<file path="src/rtl/apb_slave.sv">
// APB completer with a local DEPTH x 8-bit register file.
// Every access is completed after a fixed number of wait states.
// Out-of-range addresses get an error response, and writes to them are dropped.
module apb_slave #(
    parameter int unsigned DEPTH       = 16,
    parameter int unsigned WAIT_CYCLES = 2
) (
    input  logic       pclk,
    input  logic       preset,
    input  logic       psel,
    input  logic       pena,
    input  logic       pwrite,
    input  logic [7:0] paddr,
    input  logic [7:0] pwr_data,
    output logic       pready,
    output logic [7:0] prdata,
    output logic       pslverr
);

    localparam int unsigned IW = (DEPTH > 1) ? $clog2(DEPTH) : 1;

    typedef enum logic {
        IDLE,
        ACCESS
    } state_e;

    state_e      state_q, state_d;
    logic [3:0]  cnt_q,   cnt_d;
    logic [7:0]  addr_q,  addr_d;
    logic [7:0]  data_q,  data_d;
    logic        write_q, write_d;
    logic [7:0]  mem_q [DEPTH];

    logic          wr_en;
    logic          addr_ok;
    logic          done;
    logic [IW-1:0] idx;

    // The bus response depends only on registered state, so there is
    // no combinational path from the bus inputs to the outputs.
    assign addr_ok = ({1'b0, addr_q} < 9'(DEPTH));
    assign idx     = addr_q[IW-1:0];
    assign done    = (state_q == ACCESS) && (cnt_q == '0);
    assign pready  = done;
    assign pslverr = done && !addr_ok;
    assign prdata  = (done && !write_q && addr_ok) ? mem_q[idx] : '0;

    // Next-state logic: latch the request in setup, then count down the wait states.
    always_comb begin
        state_d = state_q;
        cnt_d   = cnt_q;
        addr_d  = addr_q;
        data_d  = data_q;
        write_d = write_q;
        wr_en   = 1'b0;
        case (state_q)
            IDLE: begin
                if (psel && !pena) begin
                    addr_d  = paddr;
                    data_d  = pwr_data;
                    write_d = pwrite;
                    cnt_d   = 4'(WAIT_CYCLES);
                    state_d = ACCESS;
                end
            end
            ACCESS: begin
                if (!psel) begin
                    state_d = IDLE;
                end else if (cnt_q != '0) begin
                    cnt_d = cnt_q - 4'd1;
                end else if (pena) begin
                    wr_en   = write_q && addr_ok;
                    state_d = IDLE;
                end
            end
            default: state_d = IDLE;
        endcase
    end

    // State, wait-counter and request-latch registers.
    always_ff @(posedge pclk or negedge preset) begin
        if (!preset) begin
            state_q <= IDLE;
            cnt_q   <= '0;
            addr_q  <= '0;
            data_q  <= '0;
            write_q <= 1'b0;
        end else begin
            state_q <= state_d;
            cnt_q   <= cnt_d;
            addr_q  <= addr_d;
            data_q  <= data_d;
            write_q <= write_d;
        end
    end

    // Register file. A write takes effect at the edge that ends the completion cycle.
    always_ff @(posedge pclk or negedge preset) begin
        if (!preset) begin
            for (int unsigned i = 0; i < DEPTH; i++) begin
                mem_q[i] <= '0;
            end
        end else if (wr_en) begin
            mem_q[idx] <= data_q;
        end
    end

endmodule
</file>
<file path="config.mk">
export PLATFORM = sky130hd
export DESIGN_NAME = apb_slave
export DESIGN_NICKNAME = d
export VERILOG_FILES = /design/src/rtl/apb_slave.sv
export SDC_FILE = /design/constraint.sdc
export NUM_CORES = 1
export LEC_CHECK = 0
export ABC_AREA = 1
export CAP_MARGIN = 15
export CORE_UTILIZATION = 45
export CTS_CLUSTER_SIZE = 40
export DETAILED_ROUTE_END_ITERATION = 12
export REMOVE_ABC_BUFFERS = 1
export SKIP_LAST_GASP = 1
export SLEW_MARGIN = 20
export SYNTH_ARGS = -nofsm -noshare
export SYNTH_HDL_FRONTEND = slang
export SYNTH_SLANG_ARGS = --single-unit
</file>
<file path="constraint.sdc">
create_clock -name pclk -period 2.81 [get_ports pclk]
set_clock_uncertainty 0.15 [all_clocks]
set_input_delay 0.7025 -clock pclk [delete_from_list [all_inputs] [get_ports pclk]]
set_output_delay 0.7025 -clock pclk [all_outputs]
set_load 0.03 [all_outputs]
</file>
==> impl_metrics.yaml, run 1 <==
floorplanning:
  initial_core_util: 0.463
  die_h_um: 127
  dieArea_mm2: 0.0162
  die-width_um: 127
  rows: 45
  boundaryPins: 31
  core-area_mm2: 0.0153
synth:
  yosysMostFrequentCell: "nand2_1"
  yosys.cell_types.count: 28
  synth-edff-count: 0
  ys_seq_area_frac: 0.531
  synth_top_area_cell: "dfrtp_1"
  synth.top_cell.area_share: 0.531
  yosys_register_bits: 150
  synth_cells: 864
  synth_flop_cell: "dfrtp_1"
  synthArstFlopShare: 1.00
  synthTopCellsByCount: "265 x nand2_1, 150 x dfrtp_1, 127 x nor2_1, 127 x o21ai_1, 39 x inv_1"
  synth.area.top_cells: "dfrtp_1 53%, nand2_1 14%, o21ai_1 9.0%, nor2_1 6.7%, nand4_4 3.0%"
  syn-cell-area_mm2: 0.00707
  ys_warn_count: 0
  syn_area_per_cell_um2: 8.18
global_route:
  grt_pass1_wl_um: 30500
  antenna_found_initial: 0
  grt_pass1_vias: 5699
  grt.overflow.total: 0
  grt_max_degree: 58
  track_usage: 0.253
status:
  status: "finished, violations left"
  violations: "setup timing"
sta:
  max_freq_ghz: 0.346
  setup-violations-final: 7
  hold_ws_ns: 0.0812
  rsz0062_at_grt: "yes"
  max_slew_margin: 0.395
  finalCritPeriodShare: 1.03
  hold_viol_final: 0
  min_period_ns: 2.89
  layout_setup_ws_ns: -0.0838
  slew_violations: 0
  worstMarginPinSlew_ns: 0.906
finish:
  n_antenna_cell: 0
  drive_gt1_frac: 0.186
  area_growth_pct: 24.7
  finalNetCount: 942
  final_util: 0.578
  fillerInstances: 1384
worst_hold_path:
  worstHoldPathType: "input port to asynchronous set/reset pin"
setup_path:
  crit_type: "flop to output pin"
  reg2reg_to: "mem_q[112]$_DFFE_PN0P_"
  r2r-start: "cnt_q[1]$_DFFE_PN0P_"
  worst-path-stages: 8
  crit_buf_inv: 3
  r2r_cells: 8
  path_delay_family: "simple AND/OR/NAND/NOR gates"
  regToRegSetupSlack_ns: 0.60
  crit_chain: "inv_2 -> ha_4 -> nand4_1 -> nor3_2 -> buf_6 -> nand2_1 -> nor2_1 -> buf_4"
  arrival_ns: 2.04
  crit_start: "cnt_q[1]$_DFFE_PN0P_"
  path_max_fanout: 7
  startpoint_type: "flop"
  critPathMaxStageDelay_ns: 0.38
  slowest_stage: "dfrtp_1"
  crit_end: "prdata[2]"
  worstPathRequired_ns: 1.96
  critPathCaptureType: "output pin"
pwr:
  powerDensity_mw_per_mm2: 677
  clock_power_share: 0.395
  p_switching_uw: 1820
  power.internal_uw: 4150
  power_switching_share: 0.305
  power_leakage_uw: 0.00422
  vdd_drop_max_v: 0.000530
  finalPower_uw: 5970
  seqPwrFrac: 0.379
  p_comb_frac: 0.226
routing:
  drtAntennaViolNets: 0
  num_vias: 5969
  vias_per_cell: 5.22
  first_pass_iters: 5
  wl_um: 19300
  drc_errors: 0
  drt-initial-drc-count: 500
  wire_per_inst_um: 16.9
clocking:
  insertion_delay_ns: 0.43
  cts_root_buf: "clkbuf_16"
  cts-hold-fix-buffers: 0
  cts_buffers: 17
  cts_tree: "yes"
  cts_max_level: 4
  cts_sinks: 150
  clk_pin_slew_worst_paths_ns: 0.06
  cts_max_path_buffers: 2
placement:
  port_buffers: 30
  gp_congestion: 0.819
  place_hpwl_um: 12200
job:
  maxCapViolCount: 0
stage by stage:
| stage | TNS [ns] | worst slack, ns | instances | area [um2] |
|---|---|---|---|---|
| final | -0.302 | -0.0838 | 1144 | 8810 |
| after global routing | -0.968 | -0.151 | 1144 | 8810 |
| after CTS | -0.805 | -0.107 | 1138 | 8660 |
| after detailed placement | -0.00136 | -0.00136 | 1087 | 7660 |
| after global placement | 0 | 0.0556 | 1087 | 7660 |
| after floorplan | -4.27 | -0.598 | 816 | 6840 |
placed cells by master (no fill, tap or decap), types with 3 or more instances in the layout:
| cell | count |
|---|---|
| o21bai_1 | 7 |
| clkinvlp_4 | 3 |
| buf_6 | 11 |
| o21ai_1 | 139 |
| dfrtp_1 | 149 |
| nor2_1 | 114 |
| nor2_4 | 9 |
| o21ai_2 | 4 |
| nand4_1 | 10 |
| nand4_4 | 10 |
| buf_12 | 8 |
| nand2_1 | 249 |
| a21oi_1 | 15 |
| clkdlybuf4s50_1 | 19 |
| inv_2 | 8 |
| nand2_2 | 16 |
| clkbuf_16 | 18 |
| bufinv_16 | 3 |
| mux2_2 | 5 |
| inv_1 | 37 |
| buf_4 | 39 |
| o21ai_0 | 9 |
| nor2_2 | 10 |
| nand3_1 | 6 |
| nand3_2 | 5 |
worst min path at each step:
stage	from	to	depth (start not counted)	slack, ns
after detailed placement	mem_q[69]$_DFFE_PN0P_	mem_q[69]$_DFFE_PN0P_	2	0.33
after global placement	mem_q[73]$_DFFE_PN0P_	mem_q[73]$_DFFE_PN0P_	2	0.32
after global routing	preset	mem_q[60]$_DFFE_PN0P_	1	0.14
after CTS	preset	mem_q[63]$_DFFE_PN0P_	1	0.11
after floorplan	preset	addr_q[0]$_DFFE_PN0P_	0	0.26
final	preset	mem_q[61]$_DFFE_PN0P_	1	0.08
what timing repair did:
item	4_1_cts	5_1_grt
resized for setup	60	42
pin swaps	18	33
buffers inserted	16	5
gates cloned	3	2
endpoints found under the setup margin	9	9
power groups by stage:
stage                     clock network [uW]  logic (uW)  registers, uW
after floorplan                            0         575           2320
after global placement                     0        1040           2300
after detailed placement                   0        1050           2300
after CTS                               2390        1270           2260
after global routing                    2470        1460           2270
final                                   2360        1350           2270
cell type report:
class / count / area (um2) / share of cell area
Clock inverter: 11 / 149 / 0.0169
Timing Repair Buffer: 84 / 887 / 0.101
Multi-Input combinational cell: 620 / 3100 / 0.352
Clock buffer: 21 / 460 / 0.0522
Inverter: 47 / 198 / 0.0224
Tap cell: 211 / 264 / 0.0300
Sequential cell: 150 / 3750 / 0.426
metal layers:
layer	vias up	wire [um]	global-route usage
met2	152	9160	0.401
li1	2891	-	-
met5	-	0	0
met1	2908	9030	0.348
met4	0	237	0.0840
met3	18	855	0.0494
cell families after synthesis:
group / share of synthesized area
AO/OA/AOI/OAI: 0.127
AND/OR/NAND/NOR: 0.274
XOR/XNOR: 0.00124
multiplexers: 0.00796
flip-flops: 0.531
adder cells (fa/ha/maj): 0.00177
buffers and inverters: 0.0575
registers in the layout, summed over array words and instances, names as in the netlist:
signal	flops
mem_q	128
addr_q	8
cnt_q	4
data_q	8
write_q	1
state_q	1
Power figures use the tool's default switching activity.
==> inputs of run 2 (changes only) <==
--- a/config.mk
+++ b/config.mk
@@ -5,7 +5,6 @@
 export SDC_FILE = /design/constraint.sdc
 export NUM_CORES = 1
 export LEC_CHECK = 0
-export ABC_AREA = 1
 export CAP_MARGIN = 15
 export CORE_UTILIZATION = 45
 export CTS_CLUSTER_SIZE = 40
==> run 2 against run 1 <==
The run still ends with setup timing left. Final cell count is 38% lower. Utilization is 1.8 points higher. Non-clock buffer count stayed put. Critical path depth is 1 lower. Wire length is 22% lower.
==> impl_metrics.yaml, run 2 <==
status:
  status: "finished, violations left"
  violations: "setup timing"
clocking:
  cts_max_path_buffers: 2
  insertion_delay_ns: 0.42
  cts_sinks: 150
  clk_pin_slew_worst_paths_ns: 0.06
  cts-hold-fix-buffers: 0
  cts_max_level: 4
  cts_tree: "yes"
  cts_root_buf: "clkbuf_16"
  cts_buffers: 17
sta:
  max_freq_ghz: 0.329
  min_period_ns: 3.04
  hold_viol_final: 0
  hold_ws_ns: 0.0985
  finalCritPeriodShare: 1.08
  rsz0062_at_grt: "yes"
  final.setup.tns_ns: -1.65
  slew_violations: 0
  worstMarginPinSlew_ns: 0.570
  max_slew_margin: 0.620
  layout_setup_ws_ns: -0.230
  setup-violations-final: 8
setup_path:
  arrival_ns: 2.19
  slowest_stage: "mux4_2"
  crit_type: "flop to output pin"
  critPathCaptureType: "output pin"
  crit_chain: "buf_12 -> buf_12 -> buf_12 -> mux4_2 -> mux2i_2 -> o22ai_2 -> buf_6"
  worstPathRequired_ns: 1.96
  critPathMaxStageDelay_ns: 0.52
  startpoint_type: "flop"
  path_max_fanout: 8
  r2r_cells: 10
  cp_common_cell: "buf_12"
routing:
  drtAntennaViolNets: 0
  drc_errors: 0
  vias_per_cell: 5.69
  first_pass_iters: 4
  num_vias: 4049
  wl_um: 15000
  drt-initial-drc-count: 190
  wire_per_inst_um: 21.1
global_route:
  grt.overflow.total: 0
  grt_pass1_wl_um: 23900
  antenna_found_initial: 0
  grt_pass1_vias: 4298
  track_usage: 0.204
  grt_max_degree: 55
floorplanning:
  core-area_mm2: 0.0146
  die-width_um: 125
  rows: 44
  boundaryPins: 31
  dieArea_mm2: 0.0157
  die_h_um: 125
  initial_core_util: 0.466
finish:
  finalNetCount: 537
  n_antenna_cell: 0
  drive_gt1_frac: 0.572
  top_register: "mem_q"
  finalInstanceArea_mm2: 0.00873
  final_common_cell: "dfrtp_1"
  final_util: 0.596
  area_growth_pct: 27.9
  largestRegisters: "mem_q (128), addr_q (8), data_q (8)"
  final_cell_mix: "149 x dfrtp_1, 143 x mux2_2, 39 x buf_4"
  largest_reg_flops: 128
synth:
  syn_area_per_cell_um2: 15.6
  yosys.cell_types.count: 32
  synthArstFlopShare: 1.00
  synthTopCellsByCount: "150 x dfrtp_1, 143 x mux2_2, 32 x mux4_2, 17 x mux2i_1, 16 x clkbuf_1"
  ys_warn_count: 0
  synth_top_area_cell: "dfrtp_1"
  synth-edff-count: 0
  ys_seq_area_frac: 0.550
  yosysMostFrequentCell: "dfrtp_1"
  syn-cell-area_mm2: 0.00682
  synth_cells: 438
  synth.area.top_cells: "dfrtp_1 55%, mux2_2 24%, mux4_2 11%, mux2i_1 2.5%, clkbuf_1 0.88%"
  synth.top_cell.area_share: 0.550
  synth_flop_cell: "dfrtp_1"
  yosys_register_bits: 150
worst_hold_path:
  worstHoldPathType: "input port to asynchronous set/reset pin"
placement:
  place_hpwl_um: 9510
  port_buffers: 30
  gp_congestion: 0.735
  placed_area_mm2: 0.00761
  post-place-ws_ns: -0.0636
pwr:
  powerDensity_mw_per_mm2: 652
  vdd_drop_max_v: 0.000538
  power_leakage_uw: 0.00404
job:
  maxCapViolCount: 0
==> run 2: cell count changes after synthesis, sizes merged, moves of 32 or more <==
cell | previous run | this run
inv | 47 | 8
mux2 | 5 | 143
mux4 | 0 | 32
nand2 | 267 | 6
nor2 | 134 | 3
o21ai | 152 | 7
==> run 2: timing repair <==
| item | in CTS | in global routing |
|---|---|---|
| gates cloned | 0 | 1 |
| buffers inserted | 2 | 15 |
| resized for setup | 45 | 19 |
| pin swaps | 1 | 9 |
| endpoints found under the setup margin | 10 | 35 |
==> run 2: stage by stage <==
step	std cells	total power, uW
6_report	712	5690
5_1_grt	712	5900
4_1_cts	696	5570
3_5_place_dp	662	3120
3_3_place_gp	662	3100
2_1_floorplan	412	2790
==> run 2: routing by layer <==
| layer | share of wire | up-vias | track usage | wire (um) |
|---|---|---|---|---|
| li1 | - | 1815 | - | - |
| met1 | 0.46 | 2168 | 0.277 | 6970 |
| met2 | 0.50 | 51 | 0.330 | 7540 |
| met3 | 0.020 | 15 | 0.0394 | 296 |
| met4 | 0.015 | 0 | 0.0725 | 219 |
| met5 | 0 | - | 0 | 0 |
==> run 2: where the power goes <==
| part | switching [uW] | total (uW) | internal, uW |
|---|---|---|---|
| Combinational | 393 | 838 | 445 |
| Clock | 862 | 2410 | 1550 |
| Sequential | 196 | 2440 | 2240 |
==> run 2: area by class of cell <==
class | instances | area (um2)
clock buffers | 23 | 478
clock inverters | 9 | 148
fillers | 1126 | 5920
inverters | 8 | 30.0
multi-input cells | 254 | 3200
flip-flops and latches | 150 | 3750
well taps | 184 | 230
repair buffers | 84 | 890
==> run 2: logic make-up after synthesis <==
logic type	after synthesis	synth area share
multiplexers	192	0.367
adder cells (fa/ha/maj)	1	0.00183
flip-flops	150	0.550
buffers and inverters	34	0.0193
AO/OA/AOI/OAI	19	0.0169
AND/OR/NAND/NOR	42	0.0455
==> run 2: worst paths after layout <==
check,slack (ns),to,from
worst min register to register,0.35,mem_q[1]$_DFFE_PN0P_,mem_q[1]$_DFFE_PN0P_
min in group pclk,0.35,mem_q[1]$_DFFE_PN0P_,mem_q[1]$_DFFE_PN0P_
max in group asynchronous,1.69,mem_q[65]$_DFFE_PN0P_,preset
worst min-delay path,0.1,cnt_q[0]$_DFFE_PN0P_,preset
worst max-delay path,-0.23,prdata[5],addr_q[2]$_DFFE_PN0P_
worst max register to register,0.13,mem_q[8]$_DFFE_PN0P_,cnt_q[1]$_DFFE_PN0P_
==> run 2: critical path: cells and delay by family, from the launching register on <==
family | cells | cell delay (ns)
multiplexers | 2 | 0.71
AO/OA/AOI/OAI | 1 | 0.09
buffers and inverters | 4 | 0.53
flip-flops | 1 | 0.42
==> inputs of run 3 (changes only) <==
--- a/config.mk
+++ b/config.mk
@@ -10,6 +10,7 @@
 export CTS_CLUSTER_SIZE = 40
 export DETAILED_ROUTE_END_ITERATION = 12
 export REMOVE_ABC_BUFFERS = 1
+export SETUP_SLACK_MARGIN = 0.3
 export SKIP_LAST_GASP = 1
 export SLEW_MARGIN = 20
 export SYNTH_ARGS = -nofsm -noshare
==> constraint.sdc (replaced) <==
create_clock -name pclk -period 3 [get_ports pclk]
set_clock_uncertainty 0.15 [all_clocks]
set_input_delay 0.75 -clock pclk [delete_from_list [all_inputs] [get_ports pclk]]
set_output_delay 0.75 -clock pclk [all_outputs]
set_load 0.03 [all_outputs]
==> run 3 against run 2 <==
The run still ends with setup timing left. Sequential power fell by 6%. Worst hold slack improved by 0.045 ns. Flip-flop and latch count did not move. Cell area fell by 1.9%. Worst setup slack improved by 0.17 ns. Utilization fell by 1.2 points. Critical endpoint is now prdata[3].
==> impl_metrics.yaml, run 3 (synthesis gave the netlist of run 2 again) <==
setup_path:
  crit_start: "addr_q[2]$_DFFE_PN0P_"
  arrival_ns: 2.16
  critPathCaptureType: "output pin"
  worstPathRequired_ns: 2.10
  crit_type: "flop to output pin"
  r2r-start: "addr_q[7]$_DFFE_PN0P_"
  startpoint_type: "flop"
  path_max_fanout: 13
global_route:
  grt_max_degree: 62
  grt_pass1_wl_um: 24200
  track_usage: 0.206
  grt_pass1_vias: 4279
  antenna_found_initial: 0
  grt.overflow.total: 0
status:
  violations: "setup timing"
  status: "finished, violations left"
job:
  maxCapViolCount: 0
floorplanning:
  dieArea_mm2: 0.0157
  die_h_um: 125
  initial_core_util: 0.466
  die-width_um: 125
  core-area_mm2: 0.0146
  rows: 44
  boundaryPins: 31
finish:
  finalNetCount: 525
  multi_input_area_mm2: 0.00319
  largest_reg_flops: 128
  area_growth_pct: 25.4
  drive_gt1_frac: 0.564
  fillerInstances: 1134
  final_cell_mix: "149 x dfrtp_1, 143 x mux2_2, 32 x mux4_2"
  final_common_cell: "dfrtp_1"
  largestRegisters: "mem_q (128), addr_q (8), data_q (8)"
  top_register: "mem_q"
  regArea_mm2: 0.00375
  finalInstanceArea_mm2: 0.00856
  n_antenna_cell: 0
pwr:
  vdd_drop_max_v: 0.000415
  finalPower_uw: 5150
  power_leakage_uw: 0.00395
  powerDensity_mw_per_mm2: 602
clocking:
  cts_buffers: 17
  clk_pin_slew_worst_paths_ns: 0.06
  insertion_delay_ns: 0.42
  cts-hold-fix-buffers: 0
  cts_max_level: 4
  cts_sinks: 150
  cts_max_path_buffers: 2
  cts_tree: "yes"
  cts_root_buf: "clkbuf_16"
routing:
  drtAntennaViolNets: 0
  first_pass_iters: 4
  drt-initial-drc-count: 201
  num_vias: 3980
  vias_per_cell: 5.69
  wire_per_inst_um: 21.5
  wl_um: 15100
  drc_errors: 0
worst_hold_path:
  worstHoldPathType: "input port to asynchronous set/reset pin"
placement:
  port_buffers: 30
  place_hpwl_um: 9270
  placed_area_mm2: 0.00755
  gp_congestion: 0.732
sta:
  finalCritPeriodShare: 1.02
  layout_setup_ws_ns: -0.0621
  final.setup.tns_ns: -0.263
  worstMarginPinSlew_ns: 0.592
  rsz0062_at_grt: "yes"
  hold_viol_final: 0
  slew_violations: 0
  max_slew_margin: 0.605
  min_period_ns: 3.06
  max_freq_ghz: 0.327
  setup-violations-final: 7
==> run 3: cell types whose count changed in the layout (fill, tap and decap cells not counted), sizes merged <==
| cell | previous run | this run |
|---|---|---|
| clkinv | 4 | 6 |
| buf | 63 | 52 |
| clkinvlp | 1 | 4 |
| clkbuf | 24 | 20 |
| bufinv | 4 | 3 |
| clkdlybuf4s15 | 1 | 0 |
==> run 3: metal layers <==
metal	part of all wire	global-route usage	routed length [um]
met1	0.47	0.283	7090
met2	0.49	0.333	7380
met3	0.029	0.0441	436
met4	0.011	0.0581	164
met5	0	0	0
==> run 3: critical path: stages, from the launching register on <==
cell and delay [ns]:
dfrtp_2 0.44, buf_12 0.20, mux4_2 0.53, mux2i_1 0.28
o22ai_2 0.13, buf_6 0.15
==> run 3: layout make-up <==
class	instances	share of cell area
well taps	184	0.0269
flip-flops and latches	150	0.439
inverters	8	0.00351
clock inverters	13	0.0184
clock buffers	19	0.0506
multi-input cells	254	0.373
repair buffers	72	0.0892
==> run 3: per-stage QoR <==
step,hold WS [ns],cells,util,setup slack (ns)
after floorplan,0.304,412,-,-0.455
after global placement,0.332,655,0.516,0.0585
after detailed placement,0.337,655,0.516,0.0105
after CTS,0.176,690,0.571,-0.133
after global routing,0.195,700,0.585,-0.109
final,0.144,700,0.585,-0.0621
==> run 3: path summary, 6_finish.rpt <==
path	depth (start not counted)	slack, ns	end
worst max-delay path	5	-0.06	prdata[3]
worst min-delay path	1	0.14	cnt_q[1]$_DFFE_PN0P_
worst max register to register	6	0.34	mem_q[32]$_DFFE_PN0P_
worst min register to register	1	0.35	mem_q[112]$_DFFE_PN0P_
max in group asynchronous	2	1.82	mem_q[127]$_DFFE_PN0P_
min in group pclk	1	0.35	mem_q[112]$_DFFE_PN0P_
==> run 3: repair_timing <==
item / 4_1_cts / 5_1_grt
gates cloned: 0 / 2
gates resized for setup: 49 / 16
pin swaps: 7 / 7
setup buffers: 3 / 8
setup endpoints to repair: 37 / 27
hold endpoints to repair: 0 / 0
==> run 3: where the power goes <==
group          internal (uW)  switching, uW  total, uW
logic                    376            346        722
registers               2100            192       2290
clock network           1300            833       2140
